==> config.mk <==
export PLATFORM = sky130hd
export DESIGN_NAME = mig_seq_evaluator_flat
export DESIGN_NICKNAME = d
export VERILOG_FILES = /design/src/rtl/mig_seq_evaluator_if.sv /design/src/rtl/mig_seq_evaluator.sv /design/src/flat_wrapper.sv
export SDC_FILE = /design/constraint.sdc
export NUM_CORES = 2
export LEC_CHECK = 0
export ABC_CLOCK_PERIOD_IN_PS = 12700
export CAP_MARGIN = 40
export CELL_PAD_IN_SITES_DETAIL_PLACEMENT = 1
export CELL_PAD_IN_SITES_GLOBAL_PLACEMENT = 1
export CORE_MARGIN = 1
export CORE_UTILIZATION = 38
export DETAILED_ROUTE_END_ITERATION = 12
export HOLD_SLACK_MARGIN = 0.06
export PLACE_DENSITY_LB_ADDON = 0.1
export SETUP_SLACK_MARGIN = 0.1
export SYNTH_ARGS = -nofsm -noshare
export SYNTH_HDL_FRONTEND = slang
export SYNTH_SLANG_ARGS = --single-unit
==> constraint.sdc <==
create_clock -name clk -period 12.7 [get_ports clk]
set_input_delay 1.905 -clock clk [delete_from_list [all_inputs] [get_ports clk]]
set_output_delay 1.905 -clock clk [all_outputs]
set_load 0.02 [all_outputs]
==> src/rtl/mig_seq_evaluator_if.sv <==
// rtl/mig_seq_evaluator_if.sv - config, run-control and result signals of the MIG evaluator
interface mig_seq_evaluator_if #(
    parameter int NUM_PI  = 5,
    parameter int NODE_AW = 6,
    parameter int IDX_W   = 8
);
    logic                     cfg_we;
    logic [NODE_AW-1:0]       cfg_addr;
    logic [3*(IDX_W+1)-1:0]   cfg_data;
    logic [NODE_AW:0]         cfg_num_nodes;
    logic                     start;
    logic [NUM_PI-1:0]        pi;
    logic                     busy;
    logic                     done;
    logic                     po;
    logic                     err;

    modport master (
        output cfg_we, cfg_addr, cfg_data, cfg_num_nodes, start, pi,
        input  busy, done, po, err
    );

    modport slave (
        input  cfg_we, cfg_addr, cfg_data, cfg_num_nodes, start, pi,
        output busy, done, po, err
    );
endinterface

==> src/rtl/mig_seq_evaluator.sv <==
// rtl/mig_seq_evaluator.sv - time-multiplexed majority-inverter-graph evaluator
// Optional MIG_STEP_EN: adds a step input that gates node advancement in EVAL.
module mig_seq_evaluator #(
    parameter int NUM_PI    = 5,
    parameter int MAX_NODES = 64,
    parameter int NODE_AW   = 6,
    parameter int IDX_W     = 8
) (
    input  logic clk,
    input  logic rst_n,
`ifdef MIG_STEP_EN
    input  logic step,
`endif
    mig_seq_evaluator_if.slave bus
);
    localparam int OP_W  = IDX_W + 1;
    localparam int SIG_N = 1 << IDX_W;

    typedef enum logic {IDLE, EVAL} state_t;

    logic [3*OP_W-1:0]  node_tbl [MAX_NODES];

    state_t             state_q, state_d;
    logic [NODE_AW-1:0] ptr_q, ptr_d;
    logic [NODE_AW:0]   n_q, n_d;
    logic [NUM_PI-1:0]  pi_q, pi_d;
    logic [MAX_NODES-1:0] res_q, res_d;
    logic               busy_q, busy_d;
    logic               done_q, done_d;
    logic               po_q, po_d;
    logic               err_q, err_d;

    logic [SIG_N-1:0]   sig_vec;
    logic [3*OP_W-1:0]  entry;
    logic [IDX_W:0]     idx_lim;
    logic [2:0]         op_val;
    logic               op_bad;
    logic               maj_r;
    logic               adv;

`ifdef MIG_STEP_EN
    assign adv = step;
`else
    assign adv = 1'b1;
`endif

    // Signal space: bit 0 is constant 0, then latched PIs, then node results.
    assign sig_vec = SIG_N'({res_q, pi_q, 1'b0});
    assign entry   = node_tbl[ptr_q];
    assign idx_lim = (IDX_W+1)'(NUM_PI + 1) + (IDX_W+1)'(ptr_q);

    always_comb begin
        op_val = '0;
        op_bad = 1'b0;
        for (int k = 0; k < 3; k++) begin
            if ({1'b0, entry[k*OP_W +: IDX_W]} >= idx_lim) op_bad = 1'b1;
            op_val[k] = sig_vec[entry[k*OP_W +: IDX_W]] ^ entry[k*OP_W + IDX_W];
        end
        maj_r = (op_val[0] & op_val[1]) | (op_val[0] & op_val[2]) | (op_val[1] & op_val[2]);
    end

    // The table is written only while idle, so a run always sees a stable program.
    always_ff @(posedge clk) begin
        if (bus.cfg_we && state_q == IDLE) node_tbl[bus.cfg_addr] <= bus.cfg_data;
    end

    always_comb begin
        state_d = state_q;
        ptr_d   = ptr_q;
        n_d     = n_q;
        pi_d    = pi_q;
        res_d   = res_q;
        busy_d  = busy_q;
        done_d  = 1'b0;
        po_d    = po_q;
        err_d   = err_q;
        case (state_q)
            IDLE: begin
                if (bus.start) begin
                    if (bus.cfg_num_nodes == '0 ||
                        bus.cfg_num_nodes > (NODE_AW+1)'(MAX_NODES)) begin
                        done_d = 1'b1;
                        err_d  = 1'b1;
                    end else begin
                        pi_d    = bus.pi;
                        n_d     = bus.cfg_num_nodes;
                        ptr_d   = '0;
                        err_d   = 1'b0;
                        busy_d  = 1'b1;
                        state_d = EVAL;
                    end
                end
            end
            EVAL: begin
                if (adv) begin
                    if (op_bad) begin
                        err_d   = 1'b1;
                        done_d  = 1'b1;
                        busy_d  = 1'b0;
                        state_d = IDLE;
                    end else begin
                        res_d[ptr_q] = maj_r;
                        if ({1'b0, ptr_q} == n_q - (NODE_AW+1)'(1)) begin
                            po_d    = maj_r;
                            done_d  = 1'b1;
                            busy_d  = 1'b0;
                            state_d = IDLE;
                        end else begin
                            ptr_d = ptr_q + NODE_AW'(1);
                        end
                    end
                end
            end
        endcase
    end

    always_ff @(posedge clk or negedge rst_n) begin
        if (!rst_n) begin
            state_q <= IDLE;
            ptr_q   <= '0;
            n_q     <= '0;
            pi_q    <= '0;
            res_q   <= '0;
            busy_q  <= 1'b0;
            done_q  <= 1'b0;
            po_q    <= 1'b0;
            err_q   <= 1'b0;
        end else begin
            state_q <= state_d;
            ptr_q   <= ptr_d;
            n_q     <= n_d;
            pi_q    <= pi_d;
            res_q   <= res_d;
            busy_q  <= busy_d;
            done_q  <= done_d;
            po_q    <= po_d;
            err_q   <= err_d;
        end
    end

    assign bus.busy = busy_q;
    assign bus.done = done_q;
    assign bus.po   = po_q;
    assign bus.err  = err_q;
endmodule

==> src/flat_wrapper.sv <==
// flat-port wrapper written by rule: the top's interface ports become plain ports
module mig_seq_evaluator_flat 
#(
    parameter int NUM_PI    = 5,
    parameter int MAX_NODES = 64,
    parameter int NODE_AW   = 6,
    parameter int IDX_W     = 8
)
  (clk, rst_n, bus_cfg_we, bus_cfg_addr, bus_cfg_data, bus_cfg_num_nodes, bus_start, bus_pi, bus_busy, bus_done, bus_po, bus_err);
  mig_seq_evaluator_if #(.NUM_PI(NUM_PI), .NODE_AW(NODE_AW), .IDX_W(IDX_W)) bus_i ();
  input  logic clk;
  input  logic rst_n;
  input wire logic [$bits(bus_i.cfg_we)-1:0] bus_cfg_we;
  input wire logic [$bits(bus_i.cfg_addr)-1:0] bus_cfg_addr;
  input wire logic [$bits(bus_i.cfg_data)-1:0] bus_cfg_data;
  input wire logic [$bits(bus_i.cfg_num_nodes)-1:0] bus_cfg_num_nodes;
  input wire logic [$bits(bus_i.start)-1:0] bus_start;
  input wire logic [$bits(bus_i.pi)-1:0] bus_pi;
  output wire logic [$bits(bus_i.busy)-1:0] bus_busy;
  output wire logic [$bits(bus_i.done)-1:0] bus_done;
  output wire logic [$bits(bus_i.po)-1:0] bus_po;
  output wire logic [$bits(bus_i.err)-1:0] bus_err;
  assign bus_i.cfg_we = bus_cfg_we;
  assign bus_i.cfg_addr = bus_cfg_addr;
  assign bus_i.cfg_data = bus_cfg_data;
  assign bus_i.cfg_num_nodes = bus_cfg_num_nodes;
  assign bus_i.start = bus_start;
  assign bus_i.pi = bus_pi;
  assign bus_busy = bus_i.busy;
  assign bus_done = bus_i.done;
  assign bus_po = bus_i.po;
  assign bus_err = bus_i.err;
  mig_seq_evaluator #(.NUM_PI(NUM_PI), .MAX_NODES(MAX_NODES), .NODE_AW(NODE_AW), .IDX_W(IDX_W)) u_core (.clk(clk), .rst_n(rst_n), .bus(bus_i));
endmodule
=== Word level (Yosys, flattened, before mapping) ===
Memory sizes are Yosys's and may differ from the RTL's.
Cells that the tools add are included.

* Flip-flop bits (word level): 87
* Bits in latches: 0
* RAM bits: 1728
* Bits in read-only memories: 0
* Output and inout bits: 4
* Word-level logic and storage cells: 87
* Memories kept: 1

* $add $sub $neg: 3
* Multipliers: 0
* Divide/modulo/power cells: 0
* Order comparisons: 9
* Equality and inequality tests: 7
* Shifts and indexed selects: 0
* Muxes and demuxes: 37
* Bitwise gates (word level): 11
* Reductions and logical operators: 10

{| class="wikitable"
|+ Memories
! memory !! words !! width !! rd ports !! clocked after memory_dff !! write ports !! line !! RTL
|-
| u_core.node_tbl || 64 || 27 || 1 || 0 || 1 || mig_seq_evaluator.sv:21 || <nowiki>logic [3*OP_W-1:0] node_tbl [MAX_NODES];</nowiki>
|}

{| class="wikitable"
|+ Operator list
! cell !! number
|-
| bitwise mux 64 bit || 1
|-
| >= comparator 8 x 9 -> 1 bit || 3
|-
| < comparator 8 x 9 -> 1 bit (second input constant) || 3
|-
| binary-select mux 1 bit (select 8 bit) || 3
|-
| two-way mux 6 bit || 4
|-
| two-way mux 1 bit || 23
|-
| one-hot mux 6 bit (2 select lines) || 1
|-
| != test 2 bit (second input constant) || 5
|-
| AND reduction 3 bit || 3
|-
| one-hot mux 1 bit (2 select lines) || 4
|-
| adder 3 x 6 -> 7 bit (first input constant) || 1
|-
| == test 6 x 7 -> 1 bit || 1
|-
| > comparator 7 bit (second input constant) || 1
|-
| logical NOT 7 bit || 1
|-
| < comparator 6 x 7 -> 1 bit (second input constant) || 1
|-
| subtractor 7 x 1 -> 7 bit (second input constant) || 1
|-
| adder 6 x 1 -> 6 bit (second input constant) || 1
|-
| demux 1 bit (select 6 bit) || 1
|-
| >= comparator 6 x 1 -> 1 bit (second input constant) || 1
|-
| AND reduction 2 bit || 2
|-
| AND reduction 4 bit || 1
|-
| AND 1 bit || 3
|-
| != test 3 bit (second input constant) || 1
|-
| inverter 1 bit || 3
|-
| 4 further kinds || 8
|}

=== Logic depth before layout (Yosys ltp) ===
An unclocked memory read counts as a cell.

* Depth in word-level cells: 8
* Mapped depth: 28
* Gate-level depth less buffers: 20

=== Worst setup path after synthesis ===
No wires, ideal clock.

* Kind: register to register
* Start point: register u_core.ptr_q[1]
* End point: register u_core.res_q[31]
* Setup time: 0.125 ns
* Arrival time: 5.119 ns
* Required time: 12.575 ns
* Setup slack: 7.456 ns
* Stages on the path, launching flop included: 25
* Path buffers: 6
* Cells stage by stage: dfrtp_1 buf_2 buf_2 clkbuf_1 mux4_2 a222oi_1 nor2_1 or3_1 clkbuf_1 inv_2 buf_2 ha_1 nand2b_1 a21o_1 a21o_1 a21o_1 a21oi_1 o22ai_1 nor4_2 nand2_1 nor2_1 nand2_1 clkbuf_1 nor2_1 mux2_2

* Word-level cells in the longest chain between the ends: 8

{| class="wikitable"
|+ Ends and longest elaborated chain
! item !! line !! RTL
|-
| start: declaration || mig_seq_evaluator.sv:24 || <nowiki>logic [NODE_AW-1:0] ptr_q, ptr_d;</nowiki>
|-
| start signal: assignment || mig_seq_evaluator.sv:130 || <nowiki>ptr_q <= ptr_d;</nowiki>
|-
| memory read (64 x 27 bit) || -- ||
|-
| binary-select mux 1 bit (select 8 bit) || mig_seq_evaluator.sv:57 || <nowiki>op_val[k] = sig_vec[entry[k*OP_W +: IDX_W]] ^ entry[k*OP_W + IDX_W];</nowiki>
|-
| two-way mux 1 bit (implied by the code) || mig_seq_evaluator.sv:57 ||
|-
| bitwise XOR 1 bit || mig_seq_evaluator.sv:57 ||
|-
| AND 1 bit || mig_seq_evaluator.sv:59 || <nowiki>maj_r = (op_val[0] & op_val[1]) | (op_val[0] & op_val[2]) | (op_val[1] & op_val[2]);</nowiki>
|-
| bitwise OR 1 bit (2 in series) || mig_seq_evaluator.sv:59 ||
|-
| bitwise mux 64 bit || mig_seq_evaluator.sv:102 || <nowiki>res_d[ptr_q] = maj_r;</nowiki>
|-
| end signal: assignment || mig_seq_evaluator.sv:133 || <nowiki>res_q <= res_d;</nowiki>
|-
| end: declaration || mig_seq_evaluator.sv:27 || <nowiki>logic [MAX_NODES-1:0] res_q, res_d;</nowiki>
|}

Parallel ways exist; a longest one is shown, timed or not. The select of a mux whose other input is x is not followed.
A chain may end at the register's enable or synchronous reset.

=== Worst setup path in the final report ===
* Start point: register u_core.ptr_q[0]
* End point: register u_core.res_q[33]

The elaborated chain is that of the path after synthesis.

==> impl_metrics.json <==
{
  "tightest_slew_ps": 1130,
  "synthArstFlopShare_pct": 4.79,
  "first_iter_violations": 4562,
  "reg2reg_to": "u_core.res_q[33]$_DFFE_PN0P_",
  "synth_seq_cells": 1815,
  "cts_resized": 0,
  "yosysSeqAreaShare_pct": 73.9,
  "slew_headroom_pct": 24.8,
  "cp.required_ps": 13410,
  "ys_top_cells_by_area": "edfxtp_1, mux4_2, mux2i_1, dfrtp_1, mux2_2",
  "die-area_um2": 194000,
  "worstSetupPathType": "reg2reg",
  "cp_max_fo": 37,
  "synth_top_area_share_pct": 70.9,
  "critPathBufInv": 3,
  "rrSetupSlack_ps": 4720,
  "ios": 53,
  "slowest_stage": "dfrtp_4",
  "synth_top_family_by_area": "multiplexers",
  "max_freq_mhz": 125,
  "vdd_drop_max_mv": 0.122,
  "endpoint_kind": "flip-flop",
  "p_per_area_nw_per_um2": 146,
  "synthSimpleGateAreaFrac_pct": 3.08,
  "hold_path.class": "reg2reg",
  "ys.flop_type": "edfxtp_1",
  "setup_viol_count_final": 0,
  "portBuffers": 52,
  "synth-adder-area-share_pct": 0.494,
  "track_usage_pct": 25.2,
  "synth_most_common_cell": "edfxtp_1",
  "synthXorXnorAreaFrac_pct": 0.239,
  "layout_min_cycle_time_ps": 7980,
  "grt_first_pass_wirelength_um": 335000,
  "die_x_um": 441,
  "routedWlPerCell_um": 37.2,
  "fin_tns_setup_ps": 0,
  "clkSinkCount": 1815,
  "vias": 38300,
  "ys_types": 80,
  "maxCapViolations": 0,
  "fin_nets": 3944,
  "cp-endpoint": "u_core.res_q[33]$_DFFE_PN0P_",
  "critPathMaxStageDelay_ps": 790,
  "critical-path-top-delay-family": "simple AND/OR/NAND/NOR gates",
  "via_per_inst": 5.85,
  "path_depth": 20,
  "antenna_found_initial": 16,
  "cts_setup_buffers": 0,
  "worstPathCellList": "buf_4, buf_4, mux4_2, a22oi_1, nand4_1, a22oi_2, buf_4, ha_1, nand2b_1, a21o_1, a21o_1, a21o_1, a21oi_1, o22ai_1, nor4_2, nand2_1, nor2_1, nand2_1, nor2_1, mux2_2",
  "clk_pin_slew_worst_paths_ps": 60,
  "cts-htree-levels": 4,
  "place.gp.congestion": 0.921,
  "clk_path_buf_depth": 3,
  "drt-total-wl_um": 243000,
  "yosys_warnings": 0,
  "drc": 0,
  "grt_pass1_vias": 39400,
  "drive_gt1_share_pct": 25.9,
  "worst_clock_skew_ps": 27.0,
  "slew_violations": 0,
  "cts_tree": "yes",
  "critical_path_arrival_ps": 8690,
  "synth_area_um2": 73200,
  "postCtsHoldBufs": 0,
  "timing.final.crit_share_pct": 62.9,
  "finalHoldViolations": 0,
  "cts_made_buffers": 194,
  "netlist_instances": 3660,
  "grt_max_degree": 111,
  "dp_hpwl_um": 145000,
  "grt_setup_unrepaired": "no",
  "grt-ovfl-total": 0,
  "die_h_um": 441,
  "avgSynthCellArea_um2": 20.0,
  "clkLatencyLatePin_ps": 840,
  "synth_compound_area_share_pct": 3.11,
  "firstDrtPassIters": 6,
  "cts-root-buf": "clkbuf_16",
  "rows": 160,
  "p_leak_nw": 26.6,
  "coreArea_um2": 191000,
  "cp-start-kind": "flip-flop",
  "detail-route-antenna-nets": 0,
  "synth_fp_nets": 3737,
  "areaGrowthSynthToFinish_pct": 14.1,
  "reg2reg_from": "u_core.ptr_q[0]$_DFFE_PN0P_",
  "start_util_pct": 38.4,
  "reg2regPathDepth": 20,
  "outcome": "finished, final reports clean",
  "yosysTopAreaCell": "edfxtp_1",
  "synth_mux_area_share_pct": 17.4,
  "power.total_mw": 12.2,
  "crit_start": "u_core.ptr_q[0]$_DFFE_PN0P_",
  "synth_common_cells": "edfxtp_1, mux4_2, mux2i_1, nor2_1, nand2_1",
  "synth-edff-count": 1728
}
[how the worst min path moves through the flow]
stage	startpoint	end	slack, ps	cells past startpoint
2_1_floorplan	u_core.n_q[5]$_DFFE_PN0P_	u_core.n_q[5]$_DFFE_PN0P_	500	1
3_3_place_gp	u_core.bus.busy$_DFFE_PN0P_	u_core.bus.busy$_DFFE_PN0P_	480	1
3_5_place_dp	u_core.bus.busy$_DFFE_PN0P_	u_core.bus.busy$_DFFE_PN0P_	500	1
4_1_cts	u_core.bus.busy$_DFFE_PN0P_	u_core.bus.busy$_DFFE_PN0P_	520	1
5_1_grt	u_core.bus.po$_DFFE_PN0P_	u_core.bus.po$_DFFE_PN0P_	540	1
6_report	u_core.bus.busy$_DFFE_PN0P_	u_core.bus.busy$_DFFE_PN0P_	510	1
[cells by family after synthesis]
| family | count (synthesis) |
|---|---|
| multiplexers | 763 |
| adder cells (fa/ha/maj) | 29 |
| flip-flops | 1815 |
| AND/OR/NAND/NOR | 459 |
| XOR/XNOR | 20 |
| buffers and inverters | 248 |
| AO/OA/AOI/OAI | 326 |
[power by group]
part / internal [mW] / switching [mW] / total [mW]
Clock: 2.99 / 2.39 / 5.37
Combinational: 0.0588 / 0.201 / 0.260
Sequential: 6.58 / 0.0181 / 6.60
Total: 9.63 / 2.61 / 12.2
[layer usage]
layer | part of all wire, % | global-route usage [%]
met1 | 44 | 36.2
met2 | 47 | 39.8
met3 | 6.0 | 3.60
met4 | 3.2 | 7.84
met5 | 0.0074 | 0
[layout by cell type (no fill, tap or decap), drive strengths merged, types with 28 or more instances in the layout]
master     n
mux4     396
nor2     142
nand2    121
o21ai     47
a21oi     37
mux2      84
nand3     79
clkinv    83
edfxtp  1728
a22oi     56
o22ai     52
mux2i    283
dfrtp     87
inv       43
ha        28
clkbuf   248
buf      201
[stage by stage]
step                hold slack, ps  setup WS [ps]  util, %  instances  area (µm²)
finish                         510           4720     43.8       6542       83500
floorplan                      497           7460        -       3660       73200
CTS                            517           4780     43.8       6536       83500
global placement               478           4820     40.5       6160       77200
global route                   542           4310     43.8       6537       83500
detailed placement             503           4810     40.7       6182       77600
[state kept, by name, indices dropped and copies added (netlist names)]
signal / flops
u_core.bus.busy: 1
u_core.bus.done: 1
u_core.bus.err: 1
u_core.bus.po: 1
u_core.n_q: 7
u_core.node_tbl: 1728
u_core.pi_q: 5
u_core.ptr_q: 6
u_core.res_q: 64
u_core.state_q: 1
[final cells by class]
| type | count | area [µm²] |
|---|---|---|
| Antenna cell | 6 | 15.0 |
| Clock buffer | 248 | 5100 |
| Clock inverter | 106 | 852 |
| Fill cell | 17700 | 107000 |
| Inverter | 34 | 135 |
| Multi-Input combinational cell | 1597 | 18300 |
| Sequential cell | 1815 | 54100 |
| Tap cell | 2511 | 3140 |
| Timing Repair Buffer | 225 | 1920 |
Power figures use the tool's default switching activity.
